**src/rtl/instr_encoder_if.sv**
```systemverilog
`default_nettype none
// ============================================================================
//  Module   : instr_encoder_if
//  Brief    : Field-bundle / instruction-memory bus for the RV32I encoder.
//  Revision : 1.0  initial release
// ============================================================================
interface instr_encoder_if #(
  parameter int ADDR_W = 8,
  parameter int CNT_W  = 16
);
  // Session control
  logic              start;
  logic [ADDR_W-1:0] base_addr;
  logic [CNT_W-1:0]  count;
  // Field bundle handshake
  logic              in_valid;
  logic              in_ready;
  logic [2:0]        fmt;
  logic [6:0]        opcode;
  logic [4:0]        rd;
  logic [4:0]        rs1;
  logic [4:0]        rs2;
  logic [2:0]        funct3;
  logic [6:0]        funct7;
  logic [31:0]       imm;
  // Instruction-memory write side and status
  logic              mem_we;
  logic [ADDR_W-1:0] mem_addr;
  logic [31:0]       mem_wdata;
  logic              busy;
  logic              done;
  logic              err;

  // Encoder side
  modport slave (
    input  start, base_addr, count, in_valid, fmt, opcode, rd, rs1, rs2,
           funct3, funct7, imm,
    output in_ready, mem_we, mem_addr, mem_wdata, busy, done, err
  );

  // Loader / producer side
  modport master (
    output start, base_addr, count, in_valid, fmt, opcode, rd, rs1, rs2,
           funct3, funct7, imm,
    input  in_ready, mem_we, mem_addr, mem_wdata, busy, done, err
  );
endinterface
`default_nettype wire

```
**src/rtl/instr_encoder.sv**
```systemverilog
`default_nettype none
// ============================================================================
//  Module   : instr_encoder
//  Brief    : Packs decoded RV32I fields into instruction words and writes
//             them sequentially into instruction memory from a base address.
//  Revision : 1.0  initial release
// ============================================================================
module instr_encoder #(
  parameter int ADDR_W = 8,
  parameter int CNT_W  = 16
) (
  input  wire logic        clk,
  input  wire logic        rst,
  instr_encoder_if.slave   bus_if
);

  typedef enum logic [1:0] {
    ST_IDLE = 2'd0,
    ST_LOAD = 2'd1,
    ST_DONE = 2'd2
  } state_t;

  localparam logic [ADDR_W-1:0] c_PTR_STEP = ADDR_W'(4);
  localparam logic [CNT_W-1:0]  c_CNT_ONE  = CNT_W'(1);
  localparam logic [CNT_W-1:0]  c_CNT_ZERO = '0;

  state_t            state_q, state_d;
  logic [ADDR_W-1:0] ptr_q;
  logic [CNT_W-1:0]  cnt_q;
  logic [CNT_W-1:0]  count_q;
  logic              err_q;
  logic              we_q;
  logic              done_q;
  logic [ADDR_W-1:0] addr_q;
  logic [31:0]       wdata_q;

  logic              w_busy;
  logic              w_start;
  logic              w_accept;
  logic              w_last;
  logic              w_legal;
  logic [31:0]       w_word;

  assign w_busy   = (state_q == ST_LOAD);
  // start is only honoured between sessions
  assign w_start  = bus_if.start && (state_q != ST_LOAD);
  // a zero-length session never takes a beat even though ready is up
  assign w_accept = bus_if.in_valid && w_busy && (count_q != c_CNT_ZERO);
  assign w_last   = ((cnt_q + c_CNT_ONE) == count_q);

  // Field packing and immediate range legality for the presented bundle
  always_comb begin
    w_word  = 32'h0;
    w_legal = 1'b0;
    case (bus_if.fmt)
      3'd0: begin // R
        w_legal = 1'b1;
        w_word  = {bus_if.funct7, bus_if.rs2, bus_if.rs1, bus_if.funct3,
                   bus_if.rd, bus_if.opcode};
      end
      3'd1: begin // I: 12-bit signed
        w_legal = (bus_if.imm == {{20{bus_if.imm[11]}}, bus_if.imm[11:0]});
        w_word  = {bus_if.imm[11:0], bus_if.rs1, bus_if.funct3,
                   bus_if.rd, bus_if.opcode};
      end
      3'd2: begin // S: 12-bit signed
        w_legal = (bus_if.imm == {{20{bus_if.imm[11]}}, bus_if.imm[11:0]});
        w_word  = {bus_if.imm[11:5], bus_if.rs2, bus_if.rs1, bus_if.funct3,
                   bus_if.imm[4:0], bus_if.opcode};
      end
      3'd3: begin // B: 13-bit signed, even
        w_legal = (bus_if.imm == {{19{bus_if.imm[12]}}, bus_if.imm[12:0]}) &&
                  !bus_if.imm[0];
        w_word  = {bus_if.imm[12], bus_if.imm[10:5], bus_if.rs2, bus_if.rs1,
                   bus_if.funct3, bus_if.imm[4:1], bus_if.imm[11],
                   bus_if.opcode};
      end
      3'd4: begin // U: upper 20 bits only
        w_legal = (bus_if.imm[11:0] == 12'h000);
        w_word  = {bus_if.imm[31:12], bus_if.rd, bus_if.opcode};
      end
      3'd5: begin // J: 21-bit signed, even
        w_legal = (bus_if.imm == {{11{bus_if.imm[20]}}, bus_if.imm[20:0]}) &&
                  !bus_if.imm[0];
        w_word  = {bus_if.imm[20], bus_if.imm[10:1], bus_if.imm[11],
                   bus_if.imm[19:12], bus_if.rd, bus_if.opcode};
      end
      default: begin
        w_legal = 1'b0;
        w_word  = 32'h0;
      end
    endcase
  end

  // Next-state selection for the session FSM
  always_comb begin
    state_d = state_q;
    case (state_q)
      ST_IDLE: if (w_start) state_d = ST_LOAD;
      ST_LOAD: begin
        if (count_q == c_CNT_ZERO)  state_d = ST_DONE;
        else if (w_accept && w_last) state_d = ST_DONE;
      end
      ST_DONE: if (w_start) state_d = ST_LOAD;
      default: state_d = ST_IDLE;
    endcase
  end

  // Session state register
  always_ff @(posedge clk or posedge rst) begin
    if (rst) state_q <= ST_IDLE;
    else     state_q <= state_d;
  end

  // Session bookkeeping, write-port registers and status flags
  always_ff @(posedge clk or posedge rst) begin
    if (rst) begin
      ptr_q   <= '0;
      cnt_q   <= '0;
      count_q <= '0;
      err_q   <= 1'b0;
      we_q    <= 1'b0;
      done_q  <= 1'b0;
      addr_q  <= '0;
      wdata_q <= 32'h0;
    end else begin
      we_q   <= 1'b0;
      done_q <= 1'b0;
      if (w_start) begin
        ptr_q   <= bus_if.base_addr;
        cnt_q   <= '0;
        count_q <= bus_if.count;
        err_q   <= 1'b0;
      end
      if (w_accept) begin
        cnt_q <= cnt_q + c_CNT_ONE;
        if (w_legal) begin
          we_q    <= 1'b1;
          addr_q  <= ptr_q;
          wdata_q <= w_word;
          ptr_q   <= ptr_q + c_PTR_STEP;
        end else begin
          err_q <= 1'b1;
        end
      end
      if ((state_q == ST_LOAD) && (state_d == ST_DONE)) done_q <= 1'b1;
    end
  end

  assign bus_if.busy      = w_busy;
  assign bus_if.in_ready  = w_busy;
  assign bus_if.mem_we    = we_q;
  assign bus_if.mem_addr  = addr_q;
  assign bus_if.mem_wdata = wdata_q;
  assign bus_if.done      = done_q;
  assign bus_if.err       = err_q;

endmodule
`default_nettype wire
```
**src/flat_wrapper.sv**
```systemverilog
// flat-port wrapper written by rule: the top's interface ports become plain ports
module instr_encoder_flat 
#(
  parameter int ADDR_W = 8,
  parameter int CNT_W  = 16
)
  (clk, rst, bus_if_start, bus_if_base_addr, bus_if_count, bus_if_in_valid, bus_if_fmt, bus_if_opcode, bus_if_rd, bus_if_rs1, bus_if_rs2, bus_if_funct3, bus_if_funct7, bus_if_imm, bus_if_in_ready, bus_if_mem_we, bus_if_mem_addr, bus_if_mem_wdata, bus_if_busy, bus_if_done, bus_if_err);
  instr_encoder_if #(.ADDR_W(ADDR_W), .CNT_W(CNT_W)) bus_if_i ();
  input  wire logic clk;
  input  wire logic rst;
  input wire logic [$bits(bus_if_i.start)-1:0] bus_if_start;
  input wire logic [$bits(bus_if_i.base_addr)-1:0] bus_if_base_addr;
  input wire logic [$bits(bus_if_i.count)-1:0] bus_if_count;
  input wire logic [$bits(bus_if_i.in_valid)-1:0] bus_if_in_valid;
  input wire logic [$bits(bus_if_i.fmt)-1:0] bus_if_fmt;
  input wire logic [$bits(bus_if_i.opcode)-1:0] bus_if_opcode;
  input wire logic [$bits(bus_if_i.rd)-1:0] bus_if_rd;
  input wire logic [$bits(bus_if_i.rs1)-1:0] bus_if_rs1;
  input wire logic [$bits(bus_if_i.rs2)-1:0] bus_if_rs2;
  input wire logic [$bits(bus_if_i.funct3)-1:0] bus_if_funct3;
  input wire logic [$bits(bus_if_i.funct7)-1:0] bus_if_funct7;
  input wire logic [$bits(bus_if_i.imm)-1:0] bus_if_imm;
  output wire logic [$bits(bus_if_i.in_ready)-1:0] bus_if_in_ready;
  output wire logic [$bits(bus_if_i.mem_we)-1:0] bus_if_mem_we;
  output wire logic [$bits(bus_if_i.mem_addr)-1:0] bus_if_mem_addr;
  output wire logic [$bits(bus_if_i.mem_wdata)-1:0] bus_if_mem_wdata;
  output wire logic [$bits(bus_if_i.busy)-1:0] bus_if_busy;
  output wire logic [$bits(bus_if_i.done)-1:0] bus_if_done;
  output wire logic [$bits(bus_if_i.err)-1:0] bus_if_err;
  assign bus_if_i.start = bus_if_start;
  assign bus_if_i.base_addr = bus_if_base_addr;
  assign bus_if_i.count = bus_if_count;
  assign bus_if_i.in_valid = bus_if_in_valid;
  assign bus_if_i.fmt = bus_if_fmt;
  assign bus_if_i.opcode = bus_if_opcode;
  assign bus_if_i.rd = bus_if_rd;
  assign bus_if_i.rs1 = bus_if_rs1;
  assign bus_if_i.rs2 = bus_if_rs2;
  assign bus_if_i.funct3 = bus_if_funct3;
  assign bus_if_i.funct7 = bus_if_funct7;
  assign bus_if_i.imm = bus_if_imm;
  assign bus_if_in_ready = bus_if_i.in_ready;
  assign bus_if_mem_we = bus_if_i.mem_we;
  assign bus_if_mem_addr = bus_if_i.mem_addr;
  assign bus_if_mem_wdata = bus_if_i.mem_wdata;
  assign bus_if_busy = bus_if_i.busy;
  assign bus_if_done = bus_if_i.done;
  assign bus_if_err = bus_if_i.err;
  instr_encoder #(.ADDR_W(ADDR_W), .CNT_W(CNT_W)) u_core (.clk(clk), .rst(rst), .bus_if(bus_if_i));
endmodule
```
**config.mk**
```make
export PLATFORM = sky130hd
export DESIGN_NAME = instr_encoder_flat
export DESIGN_NICKNAME = d
export VERILOG_FILES = /design/src/rtl/instr_encoder_if.sv /design/src/rtl/instr_encoder.sv /design/src/flat_wrapper.sv
export SDC_FILE = /design/constraint.sdc
export NUM_CORES = 1
export LEC_CHECK = 0
export CAP_MARGIN = 20
export CORE_MARGIN = 10
export CORE_UTILIZATION = 55
export CTS_CLUSTER_SIZE = 12
export DETAILED_ROUTE_END_ITERATION = 12
export DONT_BUFFER_PORTS = 1
export PLACE_DENSITY = 0.7
export SLEW_MARGIN = 15
export SYNTH_ARGS = -nofsm -noshare
export SYNTH_HDL_FRONTEND = slang
export SYNTH_SLANG_ARGS = --single-unit
```
**constraint.sdc**
```tcl
create_clock -name clk -period 3.5 [get_ports clk]
set_input_delay 0.525 -clock clk [delete_from_list [all_inputs] [get_ports clk]]
set_output_delay 0.525 -clock clk [all_outputs]
set_load 0.02 [all_outputs]
```
==> impl_metrics.ini, run 1 <==
[status]
outcome = completed

[timing]
timing.final.crit_period_ns = 2.70
finalHoldViolations = 0
worst_pin_slew_ns = 0.946
fin_setup_tns_ns = 0
worst_hold_slack_ns = 0.277
fmax_mhz = 371
layout_setup_ws_ns = 0.802
setup_viol = 0
period_share = 0.771
maxSlewViolCount = 0
grt_setup_unrepaired = false
slew_headroom = 0.369
clock_skew_ns = 0.00722

[route]
final_antenna_net_count = 0
drt-initial-drc-count = 221
wl_mm = 13.1
viasPerCell = 6.36
wl_per_cell_um = 20.7
drtPass1Iterations = 5
vias = 4022
drc = 0

[finish]
fin_nets = 616
regArea_um2 = 2130
final_cells = 632
n_antenna_cell = 0
fill_cells = 786
drive_above_1_share = 0.118
multiInputGateArea_um2 = 2530
syn2layout_area_growth_pct = 6.36

[global_routing]
grt-ovfl-total = 0
grt_max_degree = 55
grt_pass1_wl_mm = 21.0
grt_pass1_vias = 4015
grt_usage = 0.199
grt_antenna_before_repair = 0

[cts]
clk_pin_slew_ns = 0.09
clock_path_buffers = 2
cts.sinks = 85
clk_latency_ns = 0.35
clock-root-buffer = clkbuf_8
cts_buffers = 9
cts_tree = done
htreeDepth = 3

[logic_synthesis]
synth-edff-count = 0
synth-xor-area-share = 0.0289
synth-compound-area-share = 0.172
synth_seq_cells = 85
synth.mux.area_fraction = 0.0876
synth_cell_types = 58
synth_top_family_by_area = simple AND/OR/NAND/NOR gates
synth-adder-area-share = 0.00515
synthesis.nets = 630
synthCells = 533
ys_seq_area_frac = 0.438
yosys.area_share.simple = 0.227
ys.flop_type = dfrtp_1
synthArstFlopShare = 1.00
avgSynthCellArea_um2 = 9.11
yosys_warnings = 0
netlist_area_um2 = 4860

[critical_path]
crit_type = flip-flop to flip-flop
crit_chain = and4_1 > a21boi_0 > or4_1 > a22oi_1 > nand4_2 > o221a_2
critPathMaxStageDelay_ns = 0.59
crit_slowest_cell = and4_1
crit_path_max_fanout = 17
cp-start-kind = flip-flop
path_buf_inv = 0
cp_top_family = simple AND/OR/NAND/NOR gates
worst_ep_required_time_ns = 3.74
worstPathArrival_ns = 2.94
crit_path_end_kind = flip-flop

[die]
ioPinCount = 140
die_area_um2 = 13000
dieWidth_um = 114
initial_core_util = 0.560
num_rows = 34
placeableCoreArea_um2 = 8680
die_h_um = 114

[place]
dpl_worst_slack_ns = 0.561
post-place-cells = 615
port-buffer-count = 0
gp_congestion = 0.893
hpwl_mm = 10.0

[min_path]
min_path_type = input pin to flip-flop

[pwr]
total_power_w = 0.00417
ir_drop_mv = 0.463
p_leak_nw = 2.16
power.density_cell_area_nw_per_um2 = 808

[job]
drv_cap = 0
==> synthesized netlist by cell type, drive strengths merged, types with 9 or more instances <==
master | instances | area [µm²]
dfrtp | 85 | 2130
nand2 | 73 | 277
nor2 | 49 | 184
a21oi | 39 | 195
o21ai | 33 | 169
mux2 | 20 | 225
mux2i | 20 | 200
nand3 | 19 | 95.1
clkbuf | 18 | 68.8
buf | 17 | 103
a22oi | 15 | 113
nand4 | 15 | 115
nor4 | 15 | 109
nor3 | 11 | 55.1
xnor2 | 9 | 78.8
==> stage by stage <==
stage	util	instance area [µm²]
finish	0.595	5160
global route	0.595	5160
CTS	0.595	5160
detailed placement	0.565	4900
global placement	0.565	4900
floorplan	-	4860
==> flip-flops by register name, indices dropped and copies added, names as in the netlist <==
name	count
u_core.cnt_q	16
u_core.bus_if.done	1
u_core.state_q	2
u_core.bus_if.mem_wdata	32
u_core.count_q	16
u_core.ptr_q	8
u_core.bus_if.mem_addr	8
u_core.bus_if.err	1
u_core.bus_if.mem_we	1
==> cell usage in the layout, fill, tap and decap left out, drive strengths merged, types with 3 or more instances in the layout <==
cell type	n
a31o	4
dfrtp	85
buf	9
bufinv	3
and2	6
xnor2	9
nor3b	3
nand2b	3
a21oi	39
nor2	49
a22oi	15
mux2i	20
nor4	15
nand3	19
a31oi	6
nand4	15
inv	10
o41ai	3
o21ai	33
nand2	73
o31ai	8
mux2	20
clkbuf	9
and3	8
nor3	11
or3	3
nor2b	5
xor2	7
and4	5
==> final timing paths <==
path	start	to	slack (ns)	cells after the start
setup / recovery	u_core.cnt_q[4]	u_core.state_q[0]	0.80	6
hold / removal	bus_if_count[3]	u_core.count_q[3]	0.28	2
setup reg to reg	u_core.cnt_q[4]	u_core.state_q[0]	0.80	6
hold reg to reg	u_core.ptr_q[0]	u_core.ptr_q[0]	0.49	2
max in group asynchronous	rst	u_core.bus_if.mem_wdata[24]	2.12	3
min in group asynchronous	rst	u_core.count_q[13]	0.58	2
==> layer usage <==
metal	up-vias	global-route usage	part of all wire
met5	-	0	0
met4	0	0.0718	0.018
met3	15	0.0730	0.10
met2	166	0.331	0.51
met1	1932	0.229	0.37
li1	1909	-	-
==> logic make-up (layout without fill, tap and decap cells) <==
logic type | after synthesis | in the layout
XOR/XNOR | 16 | 16
buffers and inverters | 43 | 34
multiplexers | 40 | 40
adder cells (fa/ha/maj) | 2 | 2
flip-flops | 85 | 85
AND/OR/NAND/NOR | 221 | 221
AO/OA/AOI/OAI | 126 | 126
==> timing repair <==
item,in CTS,in global routing
hold buffers,1,0
buffers inserted,0,0
resized for setup,0,0
hold endpoints to repair,16,0
==> power by group <==
part | internal [W] | switching, W
sequential | 0.00139 | 0.000723
combinational | 0.000545 | 0.000648
clock | 0.000486 | 0.000384
total | 0.00242 | 0.00176
==> layout make-up <==
type,instances,share of cell area
clock buffers,9,0.0240
clock inverters,7,0.0247
inverters,8,0.00606
multi-input cells,405,0.490
flip-flops and latches,85,0.412
well taps,108,0.0262
repair buffers,10,0.0174
==> worst register-to-register path: cells and delay by family (launching register included) <==
family | cells | cell delay (ns)
AO/OA/AOI/OAI | 3 | 0.75
AND/OR/NAND/NOR | 3 | 1.28
flip-flops | 1 | 0.56
Power figures use the tool's default switching activity.
==> run 2: changes to the inputs <==
Clock period 3.5 ns to 2.6 ns, I/O delays scaled along.
==> run 2 against run 1 <==
Effect of this change: sequential power up 32%; die area unchanged; register-to-register slack worse by 0.52 ns; setup slack worse by 0.52 ns; clock skew up 0.0033 ns.
==> impl_metrics.ini, run 2 (same netlist as run 1, synthesis figures left out) <==
[status]
outcome = completed

[critical_path]
worstPathArrival_ns = 2.57
crit_type = flip-flop to flip-flop
crit_path_max_fanout = 12
critPathMaxStageDelay_ns = 0.44
crit_chain = ha_2 > nor3b_1 > a21oi_1 > a211o_1 > a2111oi_4 > nand4_2 > o221a_2
cp_top_family = compound AO/OA/AOI/OAI gates
worst_ep_required_time_ns = 2.85
path_buf_inv = 0
crit_slowest_cell = dfrtp_1
cp-start-kind = flip-flop
crit_path_end_kind = flip-flop

[timing]
grt_setup_unrepaired = false
setup_viol = 0
layout_setup_ws_ns = 0.285
timing.final.crit_period_ns = 2.32
fmax_mhz = 432
maxSlewViolCount = 0
slew_headroom = 0.581
period_share = 0.890
clock_skew_ns = 0.0105
fin_setup_tns_ns = 0
worst_pin_slew_ns = 0.627
worst_hold_slack_ns = 0.137
finalHoldViolations = 0

[finish]
drive_above_1_share = 0.138
largest_reg_flops = 32
fill_cells = 746
final_util = 0.604
syn2layout_area_growth_pct = 7.86
final_common_cell = dfrtp_1
n_antenna_cell = 0
fin_nets = 627
final_cell_mix = 85 x dfrtp_1, 72 x nand2_1, 49 x nor2_1, 39 x a21oi_1, 32 x o21ai_0

[pwr]
p_comb_frac = 0.309
total_power_w = 0.00558
p_leak_nw = 2.21
seq_power_share = 0.499
p_switching_w = 0.00238
p_sw_frac = 0.426
cellInternalPower_w = 0.00320
power.density_cell_area_nw_per_um2 = 1070
ir_drop_mv = 0.608
power_frac_clock = 0.192

[place]
hpwl_mm = 10.1
gp_congestion = 0.891
dpl_worst_slack_ns = 0.0928
port-buffer-count = 0

[cts]
clock_path_buffers = 2
clk_pin_slew_ns = 0.09
cts_tree = done
htreeDepth = 3
cts_buffers = 9
clk_latency_ns = 0.36
cts.sinks = 85
clock-root-buffer = clkbuf_8

[route]
routed.top_layer = met4
drt-initial-drc-count = 246
drc = 0
wl_met2_mm = 6.78
wl_mm = 13.3
drtPass1Iterations = 5
vias = 4045
wl_met1_mm = 4.91
met3_length_mm = 1.36
wl_per_cell_um = 20.6
final_antenna_net_count = 0
viasPerCell = 6.29

[job]
drv_cap = 0

[die]
die_h_um = 114
num_rows = 34
die_area_um2 = 13000
ioPinCount = 140
initial_core_util = 0.560
dieWidth_um = 114
placeableCoreArea_um2 = 8680

[global_routing]
grt_pass1_wl_mm = 21.3
grt_pass1_vias = 4014
grt_max_degree = 55
grt_antenna_before_repair = 0
grt-ovfl-total = 0
grt_usage = 0.200

[min_path]
min_path_type = input pin to flip-flop
## run 2: cell count changes in the layout (fill, tap and decap cells not counted)
| cell | change |
|---|---|
| bufinv_16 | -1 |
| buf_4 | +10 |
| inv_6 | +1 |
| inv_8 | -1 |
| buf_12 | +1 |
| clkinvlp_4 | +1 |
| ha_2 | +1 |
| ha_1 | -1 |
## run 2: layout make-up
class	count	area, µm²	share of cell area
Timing Repair Buffer	21	185	0.0354
Clock buffer	9	124	0.0237
Inverter	8	31.3	0.00597
Clock inverter	7	103	0.0196
Sequential cell	85	2130	0.406
Tap cell	108	135	0.0258
Multi-Input combinational cell	405	2530	0.484
## run 2: final timing paths
path / cells after the start / from / end / slack, ns
max: 7 / u_core.cnt_q[1] / u_core.state_q[0] / 0.28
min: 2 / bus_if_count[13] / u_core.count_q[13] / 0.14
max reg2reg: 7 / u_core.cnt_q[1] / u_core.state_q[0] / 0.28
min reg2reg: 2 / u_core.ptr_q[1] / u_core.ptr_q[1] / 0.49
max in group asynchronous: 3 / rst / u_core.bus_if.mem_wdata[26] / 1.39
min in group asynchronous: 2 / rst / u_core.bus_if.done / 0.52
## run 2: layer usage
layer	global-route usage	up-vias
li1	-	1931
met1	0.230	1931
met2	0.338	163
met3	0.0724	20
met4	0.0677	0
met5	0	-
## run 2: metrics by stage
step           cells  cell area [µm²]
6_report         643             5240
5_1_grt          643             5240
4_1_cts          643             5240
3_5_place_dp     626             5000
3_3_place_gp     626             5000
2_1_floorplan    533             4860
## run 2: power groups by stage
stage / registers, W / logic (W) / clock network (W)
floorplan: 0.00263 / 0.00139 / 0
global placement: 0.00281 / 0.00165 / 0
detailed placement: 0.00282 / 0.00172 / 0
CTS: 0.00281 / 0.00173 / 0.00109
global route: 0.00287 / 0.00195 / 0.00115
finish: 0.00279 / 0.00173 / 0.00107
## run 2: what timing repair did
item / CTS / global route
endpoints found under the hold margin: 31 / 0
buffers inserted: 0 / 0
gates resized for setup: 0 / 1
endpoints found under the setup margin: 0 / 2
hold buffers: 1 / 0
==> run 3: changes to the inputs <==
Clock period 2.6 ns to 2.97 ns, I/O delays scaled along.
==> run 3 against run 2 <==
Effect of this change: clock skew rose by 0.0030 ns; register-to-register slack improved by 0.16 ns; die area did not move; largest cell class unchanged.
==> impl_metrics.ini, run 3 (same netlist as run 1, synthesis figures left out) <==
[cts]
clk_latency_ns = 0.37
htreeDepth = 3
clock_path_buffers = 2
cts_tree = done
ctsHoldBuffers = 0
post_cts_resized = 0
clk_pin_slew_ns = 0.10
cts_setup_buffers = 0
clock-root-buffer = clkbuf_8
cts.sinks = 85
cts_buffers = 9

[job]
drv_cap = 0

[timing]
finalHoldViolations = 0
fmax_mhz = 396
slew_headroom = 0.478
maxSlewViolCount = 0
worst_pin_slew_ns = 0.783
fin_setup_tns_ns = 0
setup_viol = 0
period_share = 0.850
timing.final.crit_period_ns = 2.53
clock_skew_ns = 0.0135
worst_hold_slack_ns = 0.0680
grt_setup_unrepaired = false

[finish]
n_antenna_cell = 0
final_cell_mix = 85 x dfrtp_1, 72 x nand2_1, 49 x nor2_1, 39 x a21oi_1, 32 x o21ai_0
fin_nets = 618
final_util = 0.594
final_common_cell = dfrtp_1
drive_above_1_share = 0.124
largest_reg_flops = 32
syn2layout_area_growth_pct = 6.18

[critical_path]
worstPathArrival_ns = 2.79
path_buf_inv = 0
crit_slowest_cell = dfrtp_1
cp-start-kind = flip-flop
crit_type = flip-flop to flip-flop
reg2reg_depth = 7
crit_path_end_kind = flip-flop
critPathMaxStageDelay_ns = 0.47
rrSetupSlack_ns = 0.44
cp_top_family = simple AND/OR/NAND/NOR gates
crit_chain = ha_1 > and4_1 > and4_1 > or3_1 > a32oi_1 > nand4_2 > o221a_2
crit_path_max_fanout = 12
crit_cells = 7
cp_common_cell = and4_1
worst_ep_required_time_ns = 3.23

[route]
wl_mm = 13.1
final_antenna_net_count = 0
drtPass1Iterations = 4
wl_per_cell_um = 20.7
viasPerCell = 6.35
vias = 4024
drt-initial-drc-count = 283
drc = 0

[global_routing]
grt_max_degree = 55
grt_pass1_vias = 4089
grt_antenna_before_repair = 0
grt-ovfl-total = 0
grt_usage = 0.199
grt_pass1_wl_mm = 21.2

[die]
die_h_um = 114
num_rows = 34
ioPinCount = 140
dieWidth_um = 114
placeableCoreArea_um2 = 8680
die_area_um2 = 13000
initial_core_util = 0.560

[pwr]
power.density_cell_area_nw_per_um2 = 930
p_leak_nw = 2.16
ir_drop_mv = 0.503
total_power_w = 0.00479

[place]
gp_congestion = 0.915
hpwl_mm = 9.95
port-buffer-count = 0

[status]
outcome = completed

[min_path]
min_path_type = input pin to async pin
==> run 3: cell count changes in the layout (fill, tap and decap cells not counted) <==
| cell | before | now |
|---|---|---|
| ha_2 | 1 | 0 |
| clkinv_8 | 0 | 1 |
| inv_6 | 3 | 1 |
| inv_8 | 0 | 2 |
| ha_1 | 1 | 2 |
| dlygate4sd3_1 | 1 | 0 |
| bufinv_16 | 2 | 1 |
| buf_4 | 18 | 10 |
==> run 3: layer usage <==
| metal | GRT usage | share of wire | vias to the layer above |
|---|---|---|---|
| li1 | - | - | 1914 |
| met1 | 0.224 | 0.38 | 1913 |
| met2 | 0.339 | 0.50 | 176 |
| met3 | 0.0756 | 0.10 | 21 |
| met4 | 0.0660 | 0.018 | 0 |
| met5 | 0 | 0 | - |
==> run 3: stage by stage <==
stage | area [µm²] | worst slack (ns) | std cells
global route | 5160 | 0.321 | 634
detailed placement | 4940 | 0.373 | 618
CTS | 5160 | 0.470 | 634
global placement | 4940 | 0.401 | 618
finish | 5160 | 0.445 | 634
floorplan | 4860 | 0.331 | 533
==> run 3: final timing paths <==
check,start,endpoint
worst max register to register,u_core.cnt_q[0],u_core.state_q[0]
min in group clk,bus_if_count[15],u_core.count_q[15]
worst min-delay path,rst,u_core.count_q[11]
worst min register to register,u_core.ptr_q[1],u_core.ptr_q[1]
worst max-delay path,u_core.cnt_q[0],u_core.state_q[0]
max in group asynchronous,rst,u_core.count_q[5]
==> run 3: power breakdown <==
part | total [W] | switching, W | leakage, nW | internal [W]
sequential | 0.00248 | 0.000846 | 1.03 | 0.00163
clock | 0.000897 | 0.000485 | 0.107 | 0.000412
combinational | 0.00142 | 0.000769 | 1.02 | 0.000648
total | 0.00479 | 0.00210 | 2.16 | 0.00269
==> run 3: final cells by class <==
type,count,area [µm²]
Inverter,8,31.3
Clock buffer,9,124
Tap cell,108,135
Timing Repair Buffer,12,115
Clock inverter,7,93.8
Fill cell,794,3520
Sequential cell,85,2130
Multi-Input combinational cell,405,2530
